`src/rtl/ysyx_23060124_mem_arbiter_pkg.sv`:
```
// Shared encodings for the IFU/LSU memory arbiter: access sizes, master IDs,
// FSM states, and the alignment rule used by both the arbiter and the aligner.
package ysyx_23060124_mem_arbiter_pkg;

  localparam int ISA_WIDTH = 32;

  typedef enum logic [1:0] {
    SIZE_B = 2'd0,
    SIZE_H = 2'd1,
    SIZE_W = 2'd2,
    SIZE_X = 2'd3
  } size_e;

  typedef enum logic {
    MST_IFU = 1'b0,
    MST_LSU = 1'b1
  } mst_e;

  typedef enum logic [1:0] {
    ST_IDLE = 2'd0,
    ST_REQ  = 2'd1,
    ST_RESP = 2'd2,
    ST_ERR  = 2'd3
  } state_e;

  // The reserved size encoding is always treated as misaligned.
  function automatic logic is_misaligned(input logic [1:0] size, input logic [1:0] off);
    logic mis;
    case (size)
      SIZE_B:  mis = 1'b0;
      SIZE_H:  mis = off[0];
      SIZE_W:  mis = |off;
      default: mis = 1'b1;
    endcase
    return mis;
  endfunction

endpackage

```
`src/rtl/ysyx_23060124_lsu_align.sv`:
```
// Byte-lane steering for LSU accesses: store strobes and data shifted up into
// their lanes, load data shifted down to bit 0.
module ysyx_23060124_lsu_align
  import ysyx_23060124_mem_arbiter_pkg::*;
(
  input  logic [1:0]           size,
  input  logic [1:0]           addr_lo,
  input  logic [ISA_WIDTH-1:0] wdata,
  input  logic [ISA_WIDTH-1:0] rdata,
  output logic [3:0]           wstrb,
  output logic [ISA_WIDTH-1:0] wdata_sh,
  output logic [ISA_WIDTH-1:0] rdata_sh,
  output logic                 misaligned
);

  logic [4:0] shamt;

  always_comb begin
    shamt      = {addr_lo, 3'b000};
    wdata_sh   = wdata << shamt;
    rdata_sh   = rdata >> shamt;
    misaligned = is_misaligned(size, addr_lo);
    case (size)
      SIZE_B:  wstrb = 4'b0001 << addr_lo;
      SIZE_H:  wstrb = 4'b0011 << addr_lo;
      SIZE_W:  wstrb = 4'b1111;
      default: wstrb = 4'b0000;
    endcase
  end

endmodule

```
`src/rtl/ysyx_23060124_mem_arbiter.sv`:
```
// Round-robin IFU/LSU arbiter onto one memory port with a single outstanding
// transaction; misaligned LSU accesses are answered locally with an error.
module ysyx_23060124_mem_arbiter
  import ysyx_23060124_mem_arbiter_pkg::*;
(
  input  logic                 clock,
  input  logic                 reset,
  // IFU
  input  logic                 ifu_req_valid,
  output logic                 ifu_req_ready,
  input  logic [ISA_WIDTH-1:0] ifu_addr,
  output logic                 ifu_resp_valid,
  input  logic                 ifu_resp_ready,
  output logic [ISA_WIDTH-1:0] ifu_rdata,
  output logic                 ifu_resp_err,
  // LSU
  input  logic                 lsu_req_valid,
  output logic                 lsu_req_ready,
  input  logic [ISA_WIDTH-1:0] lsu_addr,
  input  logic                 lsu_wen,
  input  logic [1:0]           lsu_size,
  input  logic [ISA_WIDTH-1:0] lsu_wdata,
  output logic                 lsu_resp_valid,
  input  logic                 lsu_resp_ready,
  output logic [ISA_WIDTH-1:0] lsu_rdata,
  output logic                 lsu_resp_err,
  // Memory
  output logic                 mem_req_valid,
  input  logic                 mem_req_ready,
  output logic [ISA_WIDTH-1:0] mem_addr,
  output logic                 mem_wen,
  output logic [ISA_WIDTH-1:0] mem_wdata,
  output logic [3:0]           mem_wstrb,
  input  logic                 mem_resp_valid,
  output logic                 mem_resp_ready,
  input  logic [ISA_WIDTH-1:0] mem_rdata,
  input  logic                 mem_resp_err
);

  // Handshakes: a transfer happens on a rising edge where valid && ready.
  // Requesters may drop valid before being granted; once granted, the request
  // is held in local registers and memory-side valid stays stable until ready.

  state_e               state_q, state_d;
  mst_e                 ptr_q, ptr_d;
  mst_e                 owner_q, owner_d;
  logic [ISA_WIDTH-1:0] addr_q, addr_d;
  logic                 wen_q, wen_d;
  logic [1:0]           size_q, size_d;
  logic [ISA_WIDTH-1:0] wdata_q, wdata_d;

  mst_e                 winner;
  logic                 grant;
  logic [3:0]           al_wstrb;
  logic [ISA_WIDTH-1:0] al_wdata;
  logic [ISA_WIDTH-1:0] al_rdata;
  logic                 al_mis;
  logic                 unused_al_mis;

  ysyx_23060124_lsu_align u_align (
    .size       (size_q),
    .addr_lo    (addr_q[1:0]),
    .wdata      (wdata_q),
    .rdata      (mem_rdata),
    .wstrb      (al_wstrb),
    .wdata_sh   (al_wdata),
    .rdata_sh   (al_rdata),
    .misaligned (al_mis)
  );

  // The misaligned decision is taken on the live request before latching,
  // so the aligner's copy of it is not needed here.
  assign unused_al_mis = al_mis;

  always_ff @(posedge clock or posedge reset) begin
    if (reset) begin
      state_q <= ST_IDLE;
      ptr_q   <= MST_IFU;
      owner_q <= MST_IFU;
      addr_q  <= '0;
      wen_q   <= 1'b0;
      size_q  <= 2'd0;
      wdata_q <= '0;
    end else begin
      state_q <= state_d;
      ptr_q   <= ptr_d;
      owner_q <= owner_d;
      addr_q  <= addr_d;
      wen_q   <= wen_d;
      size_q  <= size_d;
      wdata_q <= wdata_d;
    end
  end

  always_comb begin
    state_d        = state_q;
    ptr_d          = ptr_q;
    owner_d        = owner_q;
    addr_d         = addr_q;
    wen_d          = wen_q;
    size_d         = size_q;
    wdata_d        = wdata_q;
    ifu_req_ready  = 1'b0;
    lsu_req_ready  = 1'b0;
    ifu_resp_valid = 1'b0;
    ifu_rdata      = '0;
    ifu_resp_err   = 1'b0;
    lsu_resp_valid = 1'b0;
    lsu_rdata      = '0;
    lsu_resp_err   = 1'b0;
    mem_req_valid  = 1'b0;
    mem_resp_ready = 1'b0;
    mem_addr       = {addr_q[ISA_WIDTH-1:2], 2'b00};
    mem_wen        = wen_q;
    mem_wdata      = al_wdata;
    mem_wstrb      = wen_q ? al_wstrb : 4'b0000;

    if (ifu_req_valid && lsu_req_valid) winner = ptr_q;
    else if (lsu_req_valid)              winner = MST_LSU;
    else                                 winner = MST_IFU;
    // Reset gating keeps ready low while reset is held with a request pending.
    grant = (state_q == ST_IDLE) && (ifu_req_valid || lsu_req_valid) && !reset;

    case (state_q)
      ST_IDLE: begin
        if (grant) begin
          owner_d = winner;
          ptr_d   = (winner == MST_IFU) ? MST_LSU : MST_IFU;
          if (winner == MST_LSU) begin
            lsu_req_ready = 1'b1;
            addr_d        = lsu_addr;
            wen_d         = lsu_wen;
            size_d        = lsu_size;
            wdata_d       = lsu_wdata;
            state_d       = is_misaligned(lsu_size, lsu_addr[1:0]) ? ST_ERR : ST_REQ;
          end else begin
            ifu_req_ready = 1'b1;
            addr_d        = ifu_addr;
            wen_d         = 1'b0;
            size_d        = SIZE_W;
            wdata_d       = '0;
            state_d       = ST_REQ;
          end
        end
      end
      ST_REQ: begin
        mem_req_valid = 1'b1;
        if (mem_req_ready) state_d = ST_RESP;
      end
      ST_RESP: begin
        if (owner_q == MST_LSU) begin
          mem_resp_ready = lsu_resp_ready;
          lsu_resp_valid = mem_resp_valid;
          lsu_resp_err   = mem_resp_err;
          lsu_rdata      = (wen_q || mem_resp_err) ? '0 : al_rdata;
        end else begin
          mem_resp_ready = ifu_resp_ready;
          ifu_resp_valid = mem_resp_valid;
          ifu_resp_err   = mem_resp_err;
          ifu_rdata      = mem_rdata;
        end
        if (mem_resp_valid && mem_resp_ready) state_d = ST_IDLE;
      end
      ST_ERR: begin
        lsu_resp_valid = 1'b1;
        lsu_resp_err   = 1'b1;
        if (lsu_resp_ready) state_d = ST_IDLE;
      end
      default: state_d = ST_IDLE;
    endcase
  end

endmodule

```
`config.mk`:
```
export PLATFORM = sky130hd
export DESIGN_NAME = ysyx_23060124_mem_arbiter
export DESIGN_NICKNAME = d
export VERILOG_FILES = /design/src/rtl/ysyx_23060124_mem_arbiter_pkg.sv /design/src/rtl/ysyx_23060124_lsu_align.sv /design/src/rtl/ysyx_23060124_mem_arbiter.sv
export SDC_FILE = /design/constraint.sdc
export NUM_CORES = 1
export LEC_CHECK = 0
export BUFFER_PORTS_ARGS = -buffer_cell sky130_fd_sc_hd__buf_2
export CAP_MARGIN = 0
export CORE_AREA = 2 2 110 112
export DETAILED_ROUTE_END_ITERATION = 10
export DIE_AREA = 0 0 112 114
export GPL_ROUTABILITY_DRIVEN = 0
export GPL_TIMING_DRIVEN = 0
export PLACE_DENSITY = 0.81
export SYNTH_ARGS = -nofsm -noshare
export SYNTH_HDL_FRONTEND = slang
export SYNTH_SLANG_ARGS = --single-unit
export TNS_END_PERCENT = 50
```
`constraint.sdc`:
```
create_clock -name clock -period 2.4 [get_ports clock]
set_input_delay 0.36 -clock clock [delete_from_list [all_inputs] [get_ports clock]]
set_output_delay 0.36 -clock clock [all_outputs]
set_load 0.02 [all_outputs]
```
Word level (Yosys, flattened, before mapping)
Cells that the tools add are included.
{ "classes": {"eq_ne": 11, "n_shift": 4, "mux": 42, "reduce_logical": 13} }
{ "op_table": {"columns": ["operator", "count"], "rows": [
  ["32-bit 2-to-1 mux", 7],
  ["32-bit by 5-bit << shifter with 32-bit output", 1],
  ["32-bit by 5-bit right shift with 32-bit output", 1],
  ["1-bit 2-to-1 mux", 22],
  ["2-bit 2-to-1 mux", 7],
  ["4-bit one-hot mux with 3 select lines", 1],
  ["2-bit equality test, second input constant", 4],
  ["2-bit inequality test, second input constant", 4],
  ["2-bit one-hot mux with 4 select lines", 1],
  ["2-bit by 1-bit equality test with 1-bit output, second input constant", 3],
  ["2-bit zero test", 3],
  ["1-bit logical AND", 4],
  ["4-bit 2-to-1 mux", 1],
  ["1-bit one-hot mux with 2 select lines", 2],
  ["4-bit AND reduction", 1],
  ["1-bit by 2-bit << shifter with 4-bit output, first input constant", 1],
  ["2-bit by 2-bit << shifter with 4-bit output, first input constant", 1],
  ["1-bit one-hot mux with 3 select lines", 1],
  ["1-bit logical OR", 2],
  ["2-bit AND reduction", 1],
  ["2-bit OR reduction", 1],
  ["1-bit zero test", 1]
]} }
{ "word_totals": {"reg_bits": 71, "input_bits": 140, "output_inout_bits": 141, "word_cells": 77} }

Logic depth before layout (Yosys ltp)
Gate-level depths: netlist of the first run.
{ "logic_depth": {"depth_word": 9, "ltp_mapped": 6, "mapped_depth_nobuf": 3} }

By module
A second synthesis of the first run with hierarchy kept.
{ "unflattened": {"hier_cells": 633, "area_unflattened_um2": 5410.2} }
{ "modules_own_cells": {"columns": ["mod", "instances", "cells_each", "area_per_inst_um2", "seq_area_each_um2"], "rows": [
  ["ysyx_23060124_mem_arbiter", 1, 490, 4235.3, 1776.7],
  ["ysyx_23060124_lsu_align", 1, 143, 1174.9, 0.0]
]} }

Worst setup path before layout of the first run
OpenSTA, ideal clock, no wires.
{ "synth_timing": {"path_type": "register to output", "start": "reg wen_q, in the netlist mem_wen", "end": "out lsu_rdata[0]", "arrival_time_ns": 1.769, "t_required_ns": 2.040, "setup_slack_ns": 0.271, "path_stages_with_launch": 5, "n_path_buf": 1, "cell_sequence": "dfrtp_1 or3b_1 or2_1 buf_2 a211oi_1"} }
{ "synth_between": {"elab_chain_cells": 4} }
{ "synth_rtl": {"columns": ["item", "line", "rtl"], "rows": [
  ["start: declaration", "ysyx_23060124_mem_arbiter.sv:48", "logic wen_q, wen_d;"],
  ["start signal: assignment", "ysyx_23060124_mem_arbiter.sv:89", "wen_q <= wen_d;"],
  ["1-bit logical OR", "ysyx_23060124_mem_arbiter.sv:155", "lsu_rdata = (wen_q || mem_resp_err) ? '0 : al_rdata;"],
  ["32-bit 2-to-1 mux", "ysyx_23060124_mem_arbiter.sv:155", null],
  ["32-bit 2-to-1 mux", "ysyx_23060124_mem_arbiter.sv:151", "if (owner_q == MST_LSU) begin"],
  ["32-bit 2-to-1 mux", "ysyx_23060124_mem_arbiter.sv:124", "case (state_q)"],
  ["end: declaration", "ysyx_23060124_mem_arbiter.sv:25", "output logic [ISA_WIDTH-1:0] lsu_rdata,"]
]} }
No other way between the ends.

Worst setup path after layout of the first run
{ "layout_timing": {"start": "reg owner_q", "end": "out lsu_rdata[7]"} }
{ "layout_between": {"elab_chain_cells": 2} }
{ "layout_rtl": {"columns": ["item", "line", "rtl"], "rows": [
  ["start: declaration", "ysyx_23060124_mem_arbiter.sv:46", "mst_e owner_q, owner_d;"],
  ["start signal: assignment", "ysyx_23060124_mem_arbiter.sv:87", "owner_q <= owner_d;"],
  ["32-bit 2-to-1 mux", "ysyx_23060124_mem_arbiter.sv:151", null],
  ["32-bit 2-to-1 mux", "ysyx_23060124_mem_arbiter.sv:124", null]
]} }
No other way between the ends.

==> results of run 1 <==
[sequential cells by signal, indices dropped and copies added (netlist names)]
signal	count
mem_wen	1
ptr_q	1
state_q	2
size_q	2
wdata_q	32
owner_q	1
addr_q	32
[final cells by class]
class	count	area share [%]
Inverter	39	2.07
Multi-Input combinational cell	428	39.0
Tap cell	147	2.56
Buffer	95	7.80
Timing Repair Buffer	278	20.0
Sequential cell	71	24.8
Clock buffer	13	3.62
Antenna cell	3	0.104
Clock inverter	1	0.0697
[worst max-delay path: stages, from the launching register on]
cell	delay [ns]
dfrtp_2	0.42
or3b_4	0.41
or2_1	0.21
buf_2	0.16
buf_6	0.16
a211oi_2	0.16
buf_4	0.17
[worst paths after layout]
path	startpoint	cells past startpoint	slack, ns	end
worst max-delay path	owner_q	6	0.01	lsu_rdata[7]
worst min-delay path	reset	2	0.26	addr_q[5]
worst max register to register	state_q[0]	5	0.53	wdata_q[14]
worst min register to register	ptr_q	1	0.49	ptr_q
max in group asynchronous	reset	2	1.54	owner_q
min in group clock	mem_req_ready	3	0.26	state_q[1]
[synthesized netlist by cell type (all sizes together) (3+ instances only)]
cell type	n	area share [%]
nand2	15	1.1
buf	58	7.5
nor3	10	1.8
inv	39	2.8
a211oi	24	3.8
o21ai	77	7.4
nand2b	3	0.36
a21oi	46	4.4
nor2	23	1.7
clkbuf	38	2.7
and2	51	6.1
a31oi	32	3.8
a2bb2oi	8	1.3
o31ai	34	4.9
nand3b	33	4.7
dfrtp	71	34
nor2b	21	2.5
o21a	3	0.43
mux2i	34	6.5
[stage by stage]
step	hold slack [ns]	utilization [%]	power [mW]	cells	setup slack (ns)
finish	0.256	61.4	8.82	1075	0.0141
floorplan	0.465	-	5.83	634	0.243
global placement	0.473	58.1	7.42	1058	-0.679
detailed placement	0.481	58.2	7.50	1058	0.0250
CTS	0.248	60.6	8.76	1072	-0.0790
global route	0.259	61.3	9.40	1074	-0.114
[cells by family after synthesis]
| kind of cell | synth area share (%) |
|---|---|
| flops | 33.9 |
| other cells | 0.0716 |
| compound gates | 26.8 |
| simple gates | 19.7 |
| mux | 6.50 |
| buf+inv | 13.0 |
[per-layer routing]
metal / global-route usage (%) / vias to the layer above / wire (um)
met5: 0 / - / 0
li1: - / 2781 / -
met1: 32.2 / 2735 / 6800
met4: 12.0 / 0 / 560
met2: 49.8 / 322 / 9440
met3: 6.32 / 48 / 1760
[timing repair]
action / 4_1_cts / 5_1_grt
hold buffers: 0 / 0
resized for setup: 14 / 31
endpoints found under the setup margin: 85 / 79
setup buffers: 1 / 0
hold endpoints to repair: 0 / 0
gates cloned: 0 / 0
pin swaps: 0 / 1
[where the power goes]
part | switching (mW) | leakage, nW | total (mW) | internal, mW
Clock | 0.466 | 0.132 | 1.21 | 0.743
Sequential | 0.458 | 0.862 | 2.26 | 1.80
Combinational | 3.23 | 2.68 | 5.35 | 2.12
==> metrics.md, run 1 <==
| Metric | Value |
|---|---|
| Outcome | complete, no violations |
| Routed WL | 18.6 mm |
| Syn avg cell area | ~8.3 um2 |
| Max Cap Violations | 0 |
| Nets@finish | 1,062 |
| Final HPWL DP | 14.3 mm |
| Initial Utilization | 44.7% |
| Post-Syn Instances | 633 |
| Fin Clk Skew | 0.00455 ns |
| Endpoints failing setup | 0 |
| Drt first pass iters | 5 |
| Routed Antenna Nets | 0 |
| Commonest non-fill, non-tap cell in the layout | buf_2 |
| Crit path DAT | between 2 and 2.5 ns |
| DR WL/cell | 17.3 um |
| H-tree Lvls | 3 |
| Register bit total from synthesis | 71 |
| Synthesized area | 0.00524 mm2 |
| Vias in the first global route | 5,531 |
| Clock Latency Late Sink | 0.33 ns |
| Pwr/cell area | roughly 1200 mW/mm2 |
| RSZ-0062 raised after global routing | yes |
| Sum Neg Setup Slack | 0 ns |
| Remaining global-route overflow | 0 |
| Clk slew on worst S/H paths | approximately 0.06 ns |
| Slew headroom | 41.0% |
| Commonest cells after routing, fill and taps aside | 278 x buf_2, 77 x o21ai_0, 68 x dfrtp_1 |
| CP required | a little over 2 ns |
| Library cells used by synthesis | 37 |
| Top fanout value on the critical path | 10 |
| Root Driver | clkbuf_16 |
| Peak supply drop | 0.000619 V |
| Initial antenna violation count | 3 |
| Number of remaining DRC errors | 0 |
| Fillers | 1,089 |
| Total Die Area | around 0.013 mm2 |
| DR vias | 5,886 |
| IO Port Bufs | 277 |
| Fmax | 419 MHz |
| CTS Buffer Depth | 2 |
| HP Class | in2async |
| Chip Height | between 100 and 150 um |
| Layout cells sized above 1 | about two fifths |
| Critical path type | reg2out |
| Top-Level Pins | 281 |
| First-pass GRT wire length | 28.1 mm |
| Largest net degree at the start of global routing | 72 |
| Final hold vios | 0 |
| Total CTS buffers | 9 |
| Startpoint Class | flop |
| Final Cell Area | ~0.0072 mm2 |
| Clock sink total | 71 |
| Placed instance area | 0.00681 mm2 |
| DR vias/cell | 5.48 |
| Worst-margin pin slew | 0.884 ns |
| Area Overhead vs Synth | 37.3% |
| Post-synth top flop | dfrtp_1 |
| Part of the Yosys area used for sequential elements | 33.9% |
| CTS tree | done |
| Storage element area | ~0.0018 mm2 |
| Core box area | 0.0117 mm2 |
| Row cnt | 40 |
| Final period util | roughly 99% |
| Asr flop ratio synth | 100% |
| Die Wd | 112 um |
| Synth warn | 0 |
| GRT Util Overall | 27.9% |
| Leakage | approximately 3.7 nW |
| Multi-input logic area | 0.00281 mm2 |
| Period minus WS final | 2.39 ns |
| DRT iter0 DRCs | ~470 |
| Setup crit end kind | output pin |
| Max-slew violations | 0 |
| EDFF count, synth | 0 |
Power figures use the tool's default switching activity.
==> run 2, diff against run 1 <==
--- a/config.mk
+++ b/config.mk
@@ -7,12 +7,12 @@
 export LEC_CHECK = 0
 export BUFFER_PORTS_ARGS = -buffer_cell sky130_fd_sc_hd__buf_2
 export CAP_MARGIN = 0
-export CORE_AREA = 2 2 110 112
+export CORE_AREA = 2 2 109 111
 export DETAILED_ROUTE_END_ITERATION = 10
-export DIE_AREA = 0 0 112 114
+export DIE_AREA = 0 0 111 113
 export GPL_ROUTABILITY_DRIVEN = 0
 export GPL_TIMING_DRIVEN = 0
-export PLACE_DENSITY = 0.81
+export PLACE_DENSITY = 0.82
 export SYNTH_ARGS = -nofsm -noshare
 export SYNTH_HDL_FRONTEND = slang
 export SYNTH_SLANG_ARGS = --single-unit
==> constraint.sdc (replaced) <==
create_clock -name clock -period 3.1 [get_ports clock]
set_input_delay 0.465 -clock clock [delete_from_list [all_inputs] [get_ports clock]]
set_output_delay 0.465 -clock clock [all_outputs]
set_load 0.02 [all_outputs]
==> run 2 against run 1 <==
Via count is 0.25% higher; critical path depth is 1 lower; combinational power shrank 24%; flip-flop and latch count unchanged; sequential share of layout area grew 0.34 points; register-to-register slack improved by 0.70 ns; core utilization grew 1.4 points; die area decreased by 1.8%; first-iteration DRC count shrank 9.8%.
==> metrics.md, run 2 (synthesis gave the netlist of run 1 again) <==
| Metric | Value |
|---|---|
| Setup ws final | 0.197 ns |
| Ant. Diodes | 0 |
| Commonest cells after routing, fill and taps aside | 293 x buf_2, 77 x o21ai_0, 71 x dfrtp_1 |
| Top fanout value on the critical path | 10 |
| Resize count post-CTS | 0 |
| GRT Util Overall | 28.5% |
| DR vias/cell | 5.53 |
| DRT iter0 DRCs | between 400 and 500 |
| Final HPWL DP | 14.2 mm |
| Crit-path max cell delay | 0.51 ns |
| Layout cells sized above 1 | 39.1% |
| Row cnt | 39 |
| Pre-CTS WS | 0.652 ns |
| Top-Level Pins | around 280 |
| Placed instance area | 0.00681 mm2 |
| Crit path DAT | 2.44 ns |
| Root Driver | clkbuf_16 |
| Final period util | approximately 94% |
| Final hold vios | 0 |
| IO Port Bufs | 277 |
| Period minus WS final | 2.90 ns |
| Startpoint Class | flop |
| Largest net degree at the start of global routing | between 70 and 80 |
| HP Class | in2async |
| Fillers | 1,042 |
| Total CTS buffers | 9 |
| Fmax | 344 MHz |
| Die Wd | between 100 and 150 um |
| Peak supply drop | 0.000464 V |
| CP required | 2.63 ns |
| CTS Buffer Depth | 2 |
| CTS tree | done |
| Worst path slowest cell | buf_1 |
| Worst-margin pin slew | 0.886 ns |
| Final hold slack | 0.345 ns |
| CP delay by family, top | buffers and inverters |
| DR WL/cell | around 17 um |
| Chip Height | 113 um |
| Core box area | approximately 0.011 mm2 |
| Endpoints failing setup | 0 |
| Setup crit end kind | output pin |
| Commonest non-fill, non-tap cell in the layout | buf_2 |
| Clock Latency Late Sink | 0.33 ns |
| DR vias | 5,901 |
| Buffers & Inverters on Critical Path | 4 |
| Initial antenna violation count | 0 |
| Final Cell Area | between 0.007 and 0.008 mm2 |
| Vias in the first global route | approximately 5,800 |
| Biggest regs | addr_q: 32 flops, wdata_q: 32 flops |
| Area Overhead vs Synth | 35.1% |
| CP most frequent cell | buf_1 |
| Max Cap Violations | 0 |
| RSZ-0062 raised after global routing | no |
| Clk slew on worst S/H paths | 0.05 ns |
| Multi-input logic area | between 0.002 and 0.003 mm2 |
| Critical-path cell list | clkbuf_1 -> buf_1 -> buf_1 -> o21ai_0 -> buf_2 |
| Initial Utilization | 46.4% |
| Critical path type | reg2out |
| First-pass GRT wire length | approximately 29 mm |
| Number of remaining DRC errors | 0 |
| Leakage | 3.64 nW |
| Pwr/cell area | 960 mW/mm2 |
| Tot Pwr | 6.79 mW |
| Nets@finish | between 1,000 and 1,500 |
| Routed WL | 18.5 mm |
| Hold_buf cts | 0 |
| Drt first pass iters | 5 |
| Remaining global-route overflow | 0 |
| Total Die Area | 0.0125 mm2 |
| Routed Antenna Nets | 0 |
| Outcome | complete, no violations |
| Postcts setup bufs | 0 |
| Slew headroom | 40.9% |
| Fin Clk Skew | 0.00814 ns |
| Clock sink total | 71 |
| Max-slew violations | 0 |
| Storage element area | 0.00178 mm2 |
| H-tree Lvls | 3 |
==> run 2: cell types whose count changed in the layout (fill, tap and decap cells not counted), moves of 3 or more <==
cell      before  now
buf_4         52   33
nor2_1        19   22
dfrtp_1       68   71
clkbuf_2       5    0
buf_2        278  293
buf_1          0    5
diode_2        3    0
clkbuf_1      34   40
dfrtp_2        3    0
==> run 2: area by class of cell <==
cell class / count / share of cell area [%]
clock inverter: 2 / 0.495
clock buffer: 11 / 3.29
tap: 143 / 2.53
buffer: 96 / 7.55
timing repair buffer: 277 / 19.6
inverter: 39 / 2.10
multi-input combinational: 428 / 39.3
sequential: 71 / 25.1
==> run 2: worst paths after layout <==
kind | start | to | slack (ns) | cells after the start
max in group asynchronous | reset | wdata_q[17] | 2.17 | 2
min in group clock | mem_req_ready | state_q[1] | 0.36 | 3
worst max-delay path | addr_q[0] | mem_wdata[19] | 0.20 | 5
worst max register to register | state_q[1] | addr_q[1] | 1.23 | 6
worst min register to register | ptr_q | ptr_q | 0.49 | 1
worst min-delay path | reset | addr_q[5] | 0.35 | 2
==> run 2: per-stage QoR <==
| step | setup TNS, ns | utilization [%] | std cells |
|---|---|---|---|
| 5_1_grt | 0 | 62.8 | 1067 |
| 3_3_place_gp | -7.27 | 60.4 | 1054 |
| 6_report | 0 | 62.8 | 1067 |
| 2_1_floorplan | 0 | - | 634 |
| 3_5_place_dp | 0 | 60.4 | 1054 |
| 4_1_cts | 0 | 62.8 | 1067 |
==> run 2: power breakdown <==
group | total [mW] | internal, mW | switching [mW]
registers | 1.74 | 1.39 | 0.355
logic | 4.07 | 1.58 | 2.49
clock network | 0.974 | 0.608 | 0.366
==> run 2: worst reg2reg max path, delay by kind of cell, from the launching register on <==
family                 cells  cell delay [ns]
AND/OR/NAND/NOR            2             0.64
buffers and inverters      3             0.60
flip-flops                 1             0.36
AO/OA/AOI/OAI              1             0.13
==> run 2: layer usage <==
metal  GRT usage (%)  wire length (um)
met1            32.2              6910
met2            51.7              9340
met3            6.43              1570
met4            12.5               662
met5               0                 0
==> run 3, diff against run 2 <==
--- a/config.mk
+++ b/config.mk
@@ -12,7 +12,7 @@
 export DIE_AREA = 0 0 111 113
 export GPL_ROUTABILITY_DRIVEN = 0
 export GPL_TIMING_DRIVEN = 0
-export PLACE_DENSITY = 0.82
+export PLACE_DENSITY_LB_ADDON = 0.15
 export SYNTH_ARGS = -nofsm -noshare
 export SYNTH_HDL_FRONTEND = slang
 export SYNTH_SLANG_ARGS = --single-unit
==> run 3 against run 2 <==
Cell area increased by 0.21%; critical path type unchanged; worst hold slack improved by 0.0079 ns; non-clock buffer count stayed put; power up 0.21%; clock power is 2.6% lower; sequential share of layout area fell by 0.053 points; global-route usage is 1.1 points higher; count of clock-buffer cells in the layout fell by 1; maximum frequency is 1.8% lower; setup slack worse by 0.054 ns; register-to-register slack worse by 0.02 ns; clock skew is 0.0021 ns higher.
==> metrics.md, run 3 (synthesis gave the netlist of run 1 again) <==
| Metric | Value |
|---|---|
| GRT Util Overall | around 30% |
| Sw Pwr | 3.27 mW |
| Worst-margin pin slew | ~0.87 ns |
| Final hold slack | ~0.35 ns |
| Pint | 3.53 mW |
| Routed Antenna Nets | 0 |
| Reg2Reg Setup Slack | around 1.2 ns |
| Combinational Power Share | 60.3% |
| H-tree Lvls | 3 |
| Clock Latency Late Sink | 0.34 ns |
| Total Die Area | 0.0125 mm2 |
| Startpoint Class | flop |
| Pwr/cell area | 960 mW/mm2 |
| Core box area | about 0.011 mm2 |
| Multi-input logic area | about 0.0028 mm2 |
| RR Endpoint | addr_q[10] |
| Layout cells sized above 1 | around two fifths |
| DRT iter0 DRCs | between 400 and 500 |
| Slew headroom | 42.1% |
| CP required | approximately 2.6 ns |
| Reg2Reg Depth | 6 |
| Biggest regs | addr_q: 32 flops, wdata_q: 32 flops |
| Remaining global-route overflow | 0 |
| Largest net degree at the start of global routing | 72 |
| RSZ-0062 raised after global routing | no |
| Number of remaining DRC errors | 0 |
| Fillers | ~1,000 |
| Setup crit end kind | output pin |
| Sw Ratio | about 48% |
| CTS tree | done |
| Postcts setup bufs | 0 |
| Outcome | complete, no violations |
| Chip Height | 113 um |
| Initial Utilization | 46.4% |
| Hold_buf cts | 0 |
| Storage element area | 0.00178 mm2 |
| Clock power frac | 13.9% |
| DR vias/cell | 5.53 |
| Commonest cells after routing, fill and taps aside | 293 x buf_2, 77 x o21ai_0, 71 x dfrtp_1 |
| Final core utilization | 62.9% |
| Register share of total power | 25.7% |
| Area Overhead vs Synth | 35.4% |
| HP Class | in2async |
| Leakage | 3.64 nW |
| Peak supply drop | 0.000483 V |
| Top-Level Pins | 281 |
| Clk slew on worst S/H paths | 0.06 ns |
| Drt first pass iters | 7 |
| CTS Buffer Depth | 2 |
| IO Port Bufs | 277 |
| Clock sink total | 71 |
| Period minus WS final | ~3.0 ns |
| Row cnt | 39 |
| Endpoints failing setup | 0 |
| Commonest non-fill, non-tap cell in the layout | buf_2 |
| Final HPWL DP | roughly 15 mm |
| Root Driver | clkbuf_16 |
| Max Cap Violations | 0 |
| DR WL/cell | 17.7 um |
| Worst r2r src | state_q[1] |
| Initial antenna violation count | 4 |
| Total CTS buffers | 9 |
| Fin Clk Skew | 0.0102 ns |
| Critical path type | reg2out |
| Nets@finish | 1,062 |
| Final hold vios | 0 |
| Die Wd | ~110 um |
| Routed WL | 18.9 mm |
| Vias in the first global route | between 5,000 and 6,000 |
| Fmax | 338 MHz |
| Resize count post-CTS | 0 |
| DR vias | 5,936 |
| Crit path DAT | 2.49 ns |
| Max-slew violations | 0 |
| Top fanout value on the critical path | 10 |
| First-pass GRT wire length | 29.6 mm |
| Final period util | 95.4% |
run 3: changes by cell type in the layout (fill, tap and decap cells not counted):
cell,previous run,this run
clkinv_2,1,4
clkinv_4,0,1
clkinvlp_4,0,1
clkbuf_1,40,38
bufinv_16,1,0
clkbuf_8,0,1
diode_2,0,3
run 3: power groups by stage:
stage | Sequential [mW] | Clock, mW | Combinational [mW]
floorplan | 1.62 | 0 | 2.89
global placement | 1.72 | 0 | 4.01
detailed placement | 1.75 | 0 | 4.08
CTS | 1.73 | 0.967 | 4.09
global route | 1.80 | 1.01 | 4.42
finish | 1.75 | 0.949 | 4.10
run 3: area by class of cell:
type                            count  share of cell area [%]
Clock buffer                       10                    3.37
Multi-Input combinational cell    428                    39.2
Inverter                           39                    2.10
Timing Repair Buffer              277                    19.6
Antenna cell                        3                   0.106
Tap cell                          143                    2.52
Sequential cell                    71                    25.1
Buffer                             96                    7.54
Clock inverter                      6                   0.512
run 3: worst max-delay path by stage:
stage                                to  slack [ns]  cells past startpoint  startpoint
after floorplan               addr_q[0]        0.84                      1       reset
final                     mem_wdata[19]        0.14                      5   addr_q[0]
after global placement      wdata_q[25]       -0.11                      2       reset
after global routing      mem_wdata[21]        0.01                      5   addr_q[0]
after detailed placement  mem_wdata[19]        0.55                      5   addr_q[0]
after CTS                 mem_wdata[19]        0.18                      5   addr_q[0]
run 3: per-stage QoR:
stage	TNS (ns)	std cells	setup WS, ns	power [mW]	cell area, um2
3_3_place_gp	-7.51	1054	-0.109	5.74	6800
4_1_cts	0	1070	0.180	6.79	7080
6_report	0	1073	0.143	6.80	7090
3_5_place_dp	0	1054	0.547	5.82	6810
5_1_grt	0	1073	0.0111	7.23	7090
2_1_floorplan	0	634	0.838	4.51	5240
run 3: worst max-delay path, stage by stage (launching register included):
cell	delay [ns]
dfrtp_1	0.31
clkbuf_1	0.38
buf_1	0.47
buf_1	0.53
o21ai_0	0.25
buf_2	0.21
run 3: layer usage:
| layer | track usage, % | part of all wire, % | wire length, um |
|---|---|---|---|
| met5 | 0 | 0.069 | 13 |
| met4 | 14.5 | 3.3 | 632 |
| met2 | 53.1 | 50 | 9560 |
| met1 | 33.3 | 38 | 7220 |
| met3 | 6.59 | 8.1 | 1530 |
